==> config.mk <==
export PLATFORM = sky130hd
export DESIGN_NAME = eq_band_mixer
export DESIGN_NICKNAME = d
export VERILOG_FILES = /design/src/rtl/eq_mixer_pkg.sv /design/src/rtl/eq_gain_bank.sv /design/src/rtl/eq_band_mixer.sv
export SDC_FILE = /design/constraint.sdc
export NUM_CORES = 2
export LEC_CHECK = 0
export ABC_CLOCK_PERIOD_IN_PS = 6900
export CAP_MARGIN = 20
export CORE_MARGIN = 1.5
export CORE_UTILIZATION = 55
export CTS_CLUSTER_DIAMETER = 40
export CTS_CLUSTER_SIZE = 10
export DETAILED_ROUTE_END_ITERATION = 10
export PLACE_DENSITY = 0.78
export SLEW_MARGIN = 0
export SYNTH_ARGS = -nofsm -noshare
export SYNTH_HDL_FRONTEND = slang
export SYNTH_HIERARCHICAL = 1
export SYNTH_SLANG_ARGS = --single-unit
==> constraint.sdc <==
create_clock -name clk -period 6.9 [get_ports clk]
set_input_delay 1.38 -clock clk [delete_from_list [all_inputs] [get_ports clk]]
set_output_delay 1.38 -clock clk [all_outputs]
set_load 0.05 [all_outputs]
==> src/rtl/eq_mixer_pkg.sv <==
// Shared widths, types and FSM encoding for the equalizer band mixer.
package eq_mixer_pkg;

    localparam int unsigned NUM_BANDS = 10;
    localparam int unsigned SAMPLE_W  = 24;
    localparam int unsigned GAIN_W    = 16;
    localparam int unsigned GAIN_FRAC = 14;
    localparam int unsigned ACC_W     = 44;
    localparam int unsigned PROD_W    = SAMPLE_W + GAIN_W;
    localparam int unsigned ADDR_W    = 4;
    localparam int unsigned IDX_W     = 4;

    localparam logic [GAIN_W-1:0] GAIN_UNITY = 16'h4000;

    typedef logic signed [SAMPLE_W-1:0] sample_t;
    typedef logic signed [GAIN_W-1:0]   gain_t;
    typedef logic signed [PROD_W-1:0]   prod_t;
    typedef logic signed [ACC_W-1:0]    acc_t;

    // Half an LSB of the output, added before the arithmetic shift (round half up)
    localparam acc_t ROUND_BIAS = ACC_W'(2 ** (GAIN_FRAC - 1));

    typedef enum logic [1:0] {
        IDLE  = 2'd0,
        MAC   = 2'd1,
        ROUND = 2'd2
    } state_e;

    // Sign-extend a full product into the accumulator width
    function automatic acc_t widen_prod(input prod_t p);
        return {{(ACC_W - PROD_W){p[PROD_W-1]}}, p};
    endfunction

endpackage

==> src/rtl/eq_gain_bank.sv <==
// Per-band gain register file: resets to unity, one write port, snapshot output.
module eq_gain_bank
    import eq_mixer_pkg::*;
(
    input  logic                        clk,
    input  logic                        rst_n,
    input  logic                        wr_en,
    input  logic [ADDR_W-1:0]           wr_addr,
    input  logic [GAIN_W-1:0]           wr_data,
    output logic [NUM_BANDS*GAIN_W-1:0] gains
);

    gain_t gain_q [NUM_BANDS];
    gain_t gain_d [NUM_BANDS];

    // Write decode; addresses past the last band match no entry and are dropped
    always_comb begin
        for (int unsigned i = 0; i < NUM_BANDS; i++) begin
            gain_d[i] = gain_q[i];
            if (wr_en && (wr_addr == ADDR_W'(i))) begin
                gain_d[i] = wr_data;
            end
        end
    end

    // Gain registers
    always_ff @(posedge clk or negedge rst_n) begin
        if (!rst_n) begin
            for (int unsigned i = 0; i < NUM_BANDS; i++) begin
                gain_q[i] <= GAIN_UNITY;
            end
        end else begin
            for (int unsigned i = 0; i < NUM_BANDS; i++) begin
                gain_q[i] <= gain_d[i];
            end
        end
    end

    // Flatten the register file for the snapshot port
    always_comb begin
        for (int unsigned i = 0; i < NUM_BANDS; i++) begin
            gains[i*GAIN_W +: GAIN_W] = gain_q[i];
        end
    end

endmodule

==> src/rtl/eq_band_mixer.sv <==
// Weighted recombination of the filter-bank bands into one output sample.
// A single multiply-accumulate walks the ten bands, then one rounding cycle.
// Build option: EQ_MIXER_SAT_EN selects a saturating output (clip reports it);
// without it the rounded result wraps and clip stays low.
module eq_band_mixer
    import eq_mixer_pkg::*;
(
    input  logic                          clk,
    input  logic                          rst_n,
    input  logic                          enable,
    input  logic                          sample_valid,
    input  logic [NUM_BANDS*SAMPLE_W-1:0] band_in,
    input  logic                          gain_wr_en,
    input  logic [ADDR_W-1:0]             gain_wr_addr,
    input  logic [GAIN_W-1:0]             gain_wr_data,
    input  logic                          overrun_clr,
    output logic [SAMPLE_W-1:0]           audio_out,
    output logic                          out_valid,
    output logic                          clip,
    output logic                          busy,
    output logic                          overrun
);

    state_e                state_q, state_d;
    logic [IDX_W-1:0]      idx_q, idx_d;
    acc_t                  acc_q, acc_d;
    sample_t               band_q [NUM_BANDS];
    sample_t               band_d [NUM_BANDS];
    gain_t                 gain_work_q [NUM_BANDS];
    gain_t                 gain_work_d [NUM_BANDS];
    logic [SAMPLE_W-1:0]   audio_q, audio_d;
    logic                  out_valid_q, out_valid_d;
    logic                  clip_q, clip_d;
    logic                  busy_q, busy_d;
    logic                  overrun_q, overrun_d;

    logic [NUM_BANDS*GAIN_W-1:0] gain_bank;
    prod_t                       prod;
    acc_t                        acc_rnd;
    logic [SAMPLE_W-1:0]         res_audio;
    logic                        res_clip;

    eq_gain_bank u_gain_bank (
        .clk     (clk),
        .rst_n   (rst_n),
        .wr_en   (gain_wr_en),
        .wr_addr (gain_wr_addr),
        .wr_data (gain_wr_data),
        .gains   (gain_bank)
    );

    // Current band times its snapshot gain, then the rounding bias on the accumulator
    always_comb begin
        prod    = PROD_W'(band_q[idx_q]) * PROD_W'(gain_work_q[idx_q]);
        acc_rnd = acc_q + ROUND_BIAS;
    end

`ifdef EQ_MIXER_SAT_EN
    acc_t                    acc_shr;
    logic [ACC_W-SAMPLE_W:0] shr_hi;

    // Clamp when the bits above the output sign are not a pure sign extension
    always_comb begin
        acc_shr   = acc_rnd >>> GAIN_FRAC;
        shr_hi    = acc_shr[ACC_W-1:SAMPLE_W-1];
        res_clip  = (shr_hi != '0) && (shr_hi != '1);
        res_audio = acc_shr[SAMPLE_W-1:0];
        if (res_clip) begin
            res_audio = acc_shr[ACC_W-1] ? {1'b1, {(SAMPLE_W-1){1'b0}}}
                                         : {1'b0, {(SAMPLE_W-1){1'b1}}};
        end
    end
`else
    // Two's-complement wrap of the rounded result
    always_comb begin
        res_audio = SAMPLE_W'(acc_rnd >>> GAIN_FRAC);
        res_clip  = 1'b0;
    end
`endif

    // Next-state and datapath control
    always_comb begin
        state_d     = state_q;
        idx_d       = idx_q;
        acc_d       = acc_q;
        audio_d     = audio_q;
        out_valid_d = 1'b0;
        clip_d      = 1'b0;
        overrun_d   = overrun_q;
        for (int unsigned i = 0; i < NUM_BANDS; i++) begin
            band_d[i]      = band_q[i];
            gain_work_d[i] = gain_work_q[i];
        end

        // Set takes priority over clear
        if (overrun_clr) begin
            overrun_d = 1'b0;
        end
        if (enable && sample_valid && (state_q != IDLE)) begin
            overrun_d = 1'b1;
        end

        if (!enable) begin
            state_d = IDLE;
        end else begin
            case (state_q)
                IDLE: begin
                    if (sample_valid) begin
                        for (int unsigned i = 0; i < NUM_BANDS; i++) begin
                            band_d[i]      = band_in[i*SAMPLE_W +: SAMPLE_W];
                            gain_work_d[i] = gain_bank[i*GAIN_W +: GAIN_W];
                        end
                        acc_d   = '0;
                        idx_d   = '0;
                        state_d = MAC;
                    end
                end
                MAC: begin
                    acc_d = acc_q + widen_prod(prod);
                    idx_d = idx_q + IDX_W'(1);
                    if (idx_q == IDX_W'(NUM_BANDS - 1)) begin
                        state_d = ROUND;
                    end
                end
                ROUND: begin
                    audio_d     = res_audio;
                    clip_d      = res_clip;
                    out_valid_d = 1'b1;
                    state_d     = IDLE;
                end
                default: begin
                    state_d = IDLE;
                end
            endcase
        end

        busy_d = (state_d != IDLE);
    end

    // State and output registers
    always_ff @(posedge clk or negedge rst_n) begin
        if (!rst_n) begin
            state_q     <= IDLE;
            idx_q       <= '0;
            acc_q       <= '0;
            audio_q     <= '0;
            out_valid_q <= 1'b0;
            clip_q      <= 1'b0;
            busy_q      <= 1'b0;
            overrun_q   <= 1'b0;
            for (int unsigned i = 0; i < NUM_BANDS; i++) begin
                band_q[i]      <= '0;
                gain_work_q[i] <= '0;
            end
        end else begin
            state_q     <= state_d;
            idx_q       <= idx_d;
            acc_q       <= acc_d;
            audio_q     <= audio_d;
            out_valid_q <= out_valid_d;
            clip_q      <= clip_d;
            busy_q      <= busy_d;
            overrun_q   <= overrun_d;
            for (int unsigned i = 0; i < NUM_BANDS; i++) begin
                band_q[i]      <= band_d[i];
                gain_work_q[i] <= gain_work_d[i];
            end
        end
    end

    assign audio_out = audio_q;
    assign out_valid = out_valid_q;
    assign clip      = clip_q;
    assign busy      = busy_q;
    assign overrun   = overrun_q;

endmodule

After elaboration in Yosys (flattened, before gate mapping) --
Index checks and enable logic that the tools add are counted.
Word-level totals: bits in registers 637, input bits 266, output and inout port bits 28, logic and storage cells 95
Operators by class: add/sub/neg operators 3, multiply operators 1, magnitude comparators 1, equality and inequality tests 13, muxes and demuxes 18, bitwise gates (word level) 1, reductions and logical operators 21
Operators with widths (number):
- $bmux 24 s4 | 1
- $pmux 44 s2 | 1
- $bmux 16 s4 | 1
- $mux 24 | 2
- $add 44x40->44 | 1
- $mux 44 | 1
- $mul 24x16->40 | 1
- $add 38x15->38 const B | 1
- $mux 16 | 2
- $eq 4x3->1 const B | 4
- $eq 4x4->1 const B | 3
- $logic_and 1x1->1 | 12
- $eq 4x2->1 const B | 2
- $pmux 4 s2 | 1
- $reduce_bool 2->1 | 4
- $mux 2 | 3
- $reduce_and 3->1 | 2
- $ge 5x5->1 const B | 1
- $not 4->5 | 1
- $add 4x1->4 const B | 1
- $eq 4x1->1 const B | 1
- $logic_not 4->1 | 1
- $mux 1 | 4
- $mux 4 | 1
- 6 further kinds | 6

Depth between registers and ports, before layout --
depth in word-level cells 7, mapped depth 32, mapped depth without buffers 27

Modules after synthesis --
The synthesis kept the hierarchy.
Modules (own cells, without submodules):
- eq_band_mixer | times used 1, cells an instance 3050, area each 35270.1 sq um, sequential area each 11786.3 sq um
- eq_gain_bank | times used 1, cells an instance 365, area each 6125.9 sq um, sequential area each 4016.4 sq um

Worst setup path before layout --
Ideal clock, no wire load.
kind register -> register, start register idx_q[0], end register acc_q[37], arrival 7.194 ns, path slack -0.426 ns, cell stages (with the launch flop) 29, period minus slack after synthesis 7.326 ns, cells stage by stage dfrtp_1 -> buf_6 -> buf_6 -> buf_6 -> buf_2 -> mux4_2 -> a2bb2oi_1 -> buf_2 -> nor2_1 -> fa_1 -> fa_1 -> inv_1 -> fa_1 -> inv_1 -> fa_1 -> inv_1 -> fa_1 -> inv_1 -> fa_1 -> ha_1 -> a21oi_1 -> o21ai_0 -> a211oi_1 -> o31ai_1 -> a21o_1 -> a21oi_1 -> o21ai_0 -> xnor2_1 -> o21ai_1
Between the ends: cells in the longest elaborated chain, start to end 7, elaborated cells between the ends (all ways) 10, classes of those cells 1 x add/sub; 1 x mul; 7 x mux; 1 x bitwise
Ends and longest elaborated chain:
- start: declaration | RTL line eq_band_mixer.sv:25 | logic [IDX_W-1:0] idx_q, idx_d;
- start signal: assignment | RTL line eq_band_mixer.sv:157 | idx_q <= idx_d;
- $not 4->5 (implied by the code) * | RTL line eq_band_mixer.sv:54 | prod = PROD_W'(band_q[idx_q]) * PROD_W'(gain_work_q[idx_q]);
- $bmux 24 s4 / $bmux 16 s4 (equally long branches) | RTL line eq_band_mixer.sv:54
- $mux 24 (implied by the code) / $mux 16 (equally long branches) (2 in series) | RTL line eq_band_mixer.sv:54
- $mul 24x16->40 * | RTL line eq_band_mixer.sv:54
- $add 44x40->44 * | RTL line eq_band_mixer.sv:119 | acc_d = acc_q + widen_prod(prod);
- $pmux 44 s2 * | RTL line eq_band_mixer.sv:106 | case (state_q)
- end signal: assignment | RTL line eq_band_mixer.sv:145 | acc_q <= '0;
- end signal: assignment | RTL line eq_band_mixer.sv:158 | acc_q <= acc_d;
- end: declaration | RTL line eq_band_mixer.sv:26 | acc_t acc_q, acc_d;
Mark *: on every way between the ends. The rest lies on a longest branch, timed or not. The select of a mux whose other input is x is not followed. A chain may end at the register's enable or synchronous reset.

Final worst setup path --
start register idx_q[0], end register acc_q[35]
The elaborated chain is that of the path after synthesis.

==> impl_metrics.ini <==
[outcome]
status = finished, violations left
violations = setup timing

[layout]
area_delta_synth_final_pct = 26.4
drive_gt1_share_pct = 33.9
nNetsFinal = 4777
final_common_cell = dfrtp_1
layout_common_cells = dfrtp_1, mux2_2, inv_1

[placed_design]
hpwl_mm = 81.1
place_congestion = 0.978
place_ws_ns = -0.478
port_buffers = 292

[clock_network]
clk_pin_slew_worst_paths_ns = 0.06
clockRootBuffer = clkbuf_16
clk_latency_ns = 0.68
cts.path.max_buffers = 3
cts_tree = built
numCtsBuffers = 89
htree_levels = 3
clock_sinks = 631

[synthesis]
ys_async_sr_fraction_pct = 100
synth_warnings = 6
syn_inst = 3415
synth-main-ff-cell = dfrtp_1
syn_area_per_cell_um2 = 12.1
syn-num-nets = 4189
synth_edf_count = 0
syn-cell-area_um2 = 41400
synth_seq_cells = 631
ys_types = 69
ys_seq_area_share_pct = 38.2

[detailed_routing]
routedWlPerCell_um = 22.5
drtPass1Iterations = 6
wirelength_mm = 113
viasPerCell = 5.62
ant_nets = 0
vias = 28300
drc = 0
drt_iter0_markers = 2091

[run]
maxCapViolCount = 0

[global_routing]
grt_max_degree = 181
grt_pass1_vias = 31200
antenna_found_initial = 9
gr-total-overflow = 0
grt_pass1_wl_mm = 179
grt_usage_pct = 30.1

[timing]
finalCriticalPeriod_ns = 7.30
finalWorstSetupSlack_ns = -0.404
skew_ns = 0.0638
setup_viol = 21
rsz0062_at_grt = yes
fmax_ghz = 0.137
worstMarginPinSlew_ns = 1.10
post-route-period-util_pct = 106
slew_headroom_pct = 26.7
hold_viol = 0
drv_slew = 0

[die]
die-width_um = 277
core-area_um2 = 74400
die-area_um2 = 76900
die_y_um = 277
start_util_pct = 55.6
io-pin-count = 294
core.rowCount = 100

[worst_setup_path]
critPathKind = flop to flop
cp_common_cell = fa_1
cp_slowest_cell = fa_1
critPathCaptureType = flop
required_ns = 7.40
worstPathArrival_ns = 7.80
worstSetupStartpointType = flop
crit_fanout = 8
max_stage_delay_ns = 0.55

[hold_path]
min_path_type = flop to flop
## repair_timing
action                                 CTS  global route
resized for setup                      116            62
setup endpoints to repair               22            25
hold buffers                             0             0
cloned                                   8             1
endpoints found under the hold margin    0             0
buffers inserted                        18            14
pin swaps                               21            33
## synthesized netlist by cell type (12+ instances only)
master     instances  share of area (%)
xor2_1            34               0.72
buf_2             45               0.54
fa_1             396                 19
clkbuf_1          94               0.85
mux2i_1           17               0.41
inv_2             16               0.15
nand3_1           23               0.28
a21oi_1           44               0.53
dfrtp_1          621                 38
buf_4             15               0.27
mux4_2            66                3.6
o21ai_0           39               0.47
a22oi_1           37               0.67
o21ai_1           38               0.46
nor2b_1           27               0.41
nand2_1          261                2.4
mux2_2           592                 16
xnor2_1           39               0.83
ha_1             112                3.4
inv_1            454                4.1
o22a_1            12               0.25
buf_1             22               0.20
and2_1            38               0.57
nor2_1           176                1.6
a21o_1            12               0.22
o2bb2ai_1         18               0.38
nand2b_1          17               0.26
## metal layers
layer  GRT usage, %  vias up  part of all wire (%)
met5              0        -                 0.056
met4           10.1       10                   3.3
met3           7.48      271                   8.5
met2           48.8     1116                    48
met1           39.7    14600                    40
li1               -    12400                     -
## area by class of cell
class	count	area, um^2
sequential	631	15800
inverter	470	1770
timing repair buffer	677	6590
fill	4875	22100
antenna	5	12.5
multi-input combinational	2134	23900
clock inverter	35	547
clock buffer	122	2470
tap	969	1210
## registers in the layout, indices dropped and copies added, names as in the netlist
signal / cells
band_q: 240
gain_work_q: 160
u_gain_bank/gains: 160
acc_q: 38
audio_out: 24
idx_q: 4
state_q: 2
busy: 1
out_valid: 1
overrun: 1
## worst paths after layout
check / cells past startpoint / slack [ns] / endpoint / startpoint
worst min-delay path: 1 / 0.45 / gain_work_q[95] / u_gain_bank/gains[79]
worst min register to register: 1 / 0.45 / gain_work_q[95] / u_gain_bank/gains[79]
min in group asynchronous: 1 / 0.79 / acc_q[3] / rst_n
max in group asynchronous: 2 / 4.47 / band_q[88] / rst_n
worst max-delay path: 28 / -0.40 / acc_q[35] / idx_q[0]
worst max register to register: 28 / -0.40 / acc_q[35] / idx_q[0]
## worst max-delay path: cells and delay by family (launching register included)
kind,cells,cell delay (ns)
compound gates,9,1.60
xor+xnor,1,0.14
fa+ha+maj,7,3.32
buf+inv,9,0.97
flops,1,0.53
mux,1,0.54
simple gates,1,0.03
## logic make-up after synthesis
family	synth area share, %
other	0.00906
AOI/OAI and AO/OA	4.37
DFF	38.2
and+or+nand+nor	6.44
muxes	20.7
adders and majority gates	22.5
xor gates and xnor gates	1.54
buffers and inverters	6.24
## stage by stage
stage	hold slack, ns	std cells	setup TNS [ns]	utilization, %	area [um^2]
after global placement	0.461	4839	-4.09	64.4	47900
after global routing	0.482	5042	-10.60	70.3	52300
final	0.452	5043	-5.62	70.3	52300
after detailed placement	0.472	4839	-6.12	64.4	47900
after floorplan	0.455	3415	-0.0220	-	41600
after CTS	0.458	5022	-3.21	69.7	51900
Power is not shown: default switching activity piles up to over one toggle a cycle in this logic, so the estimate is an artifact.
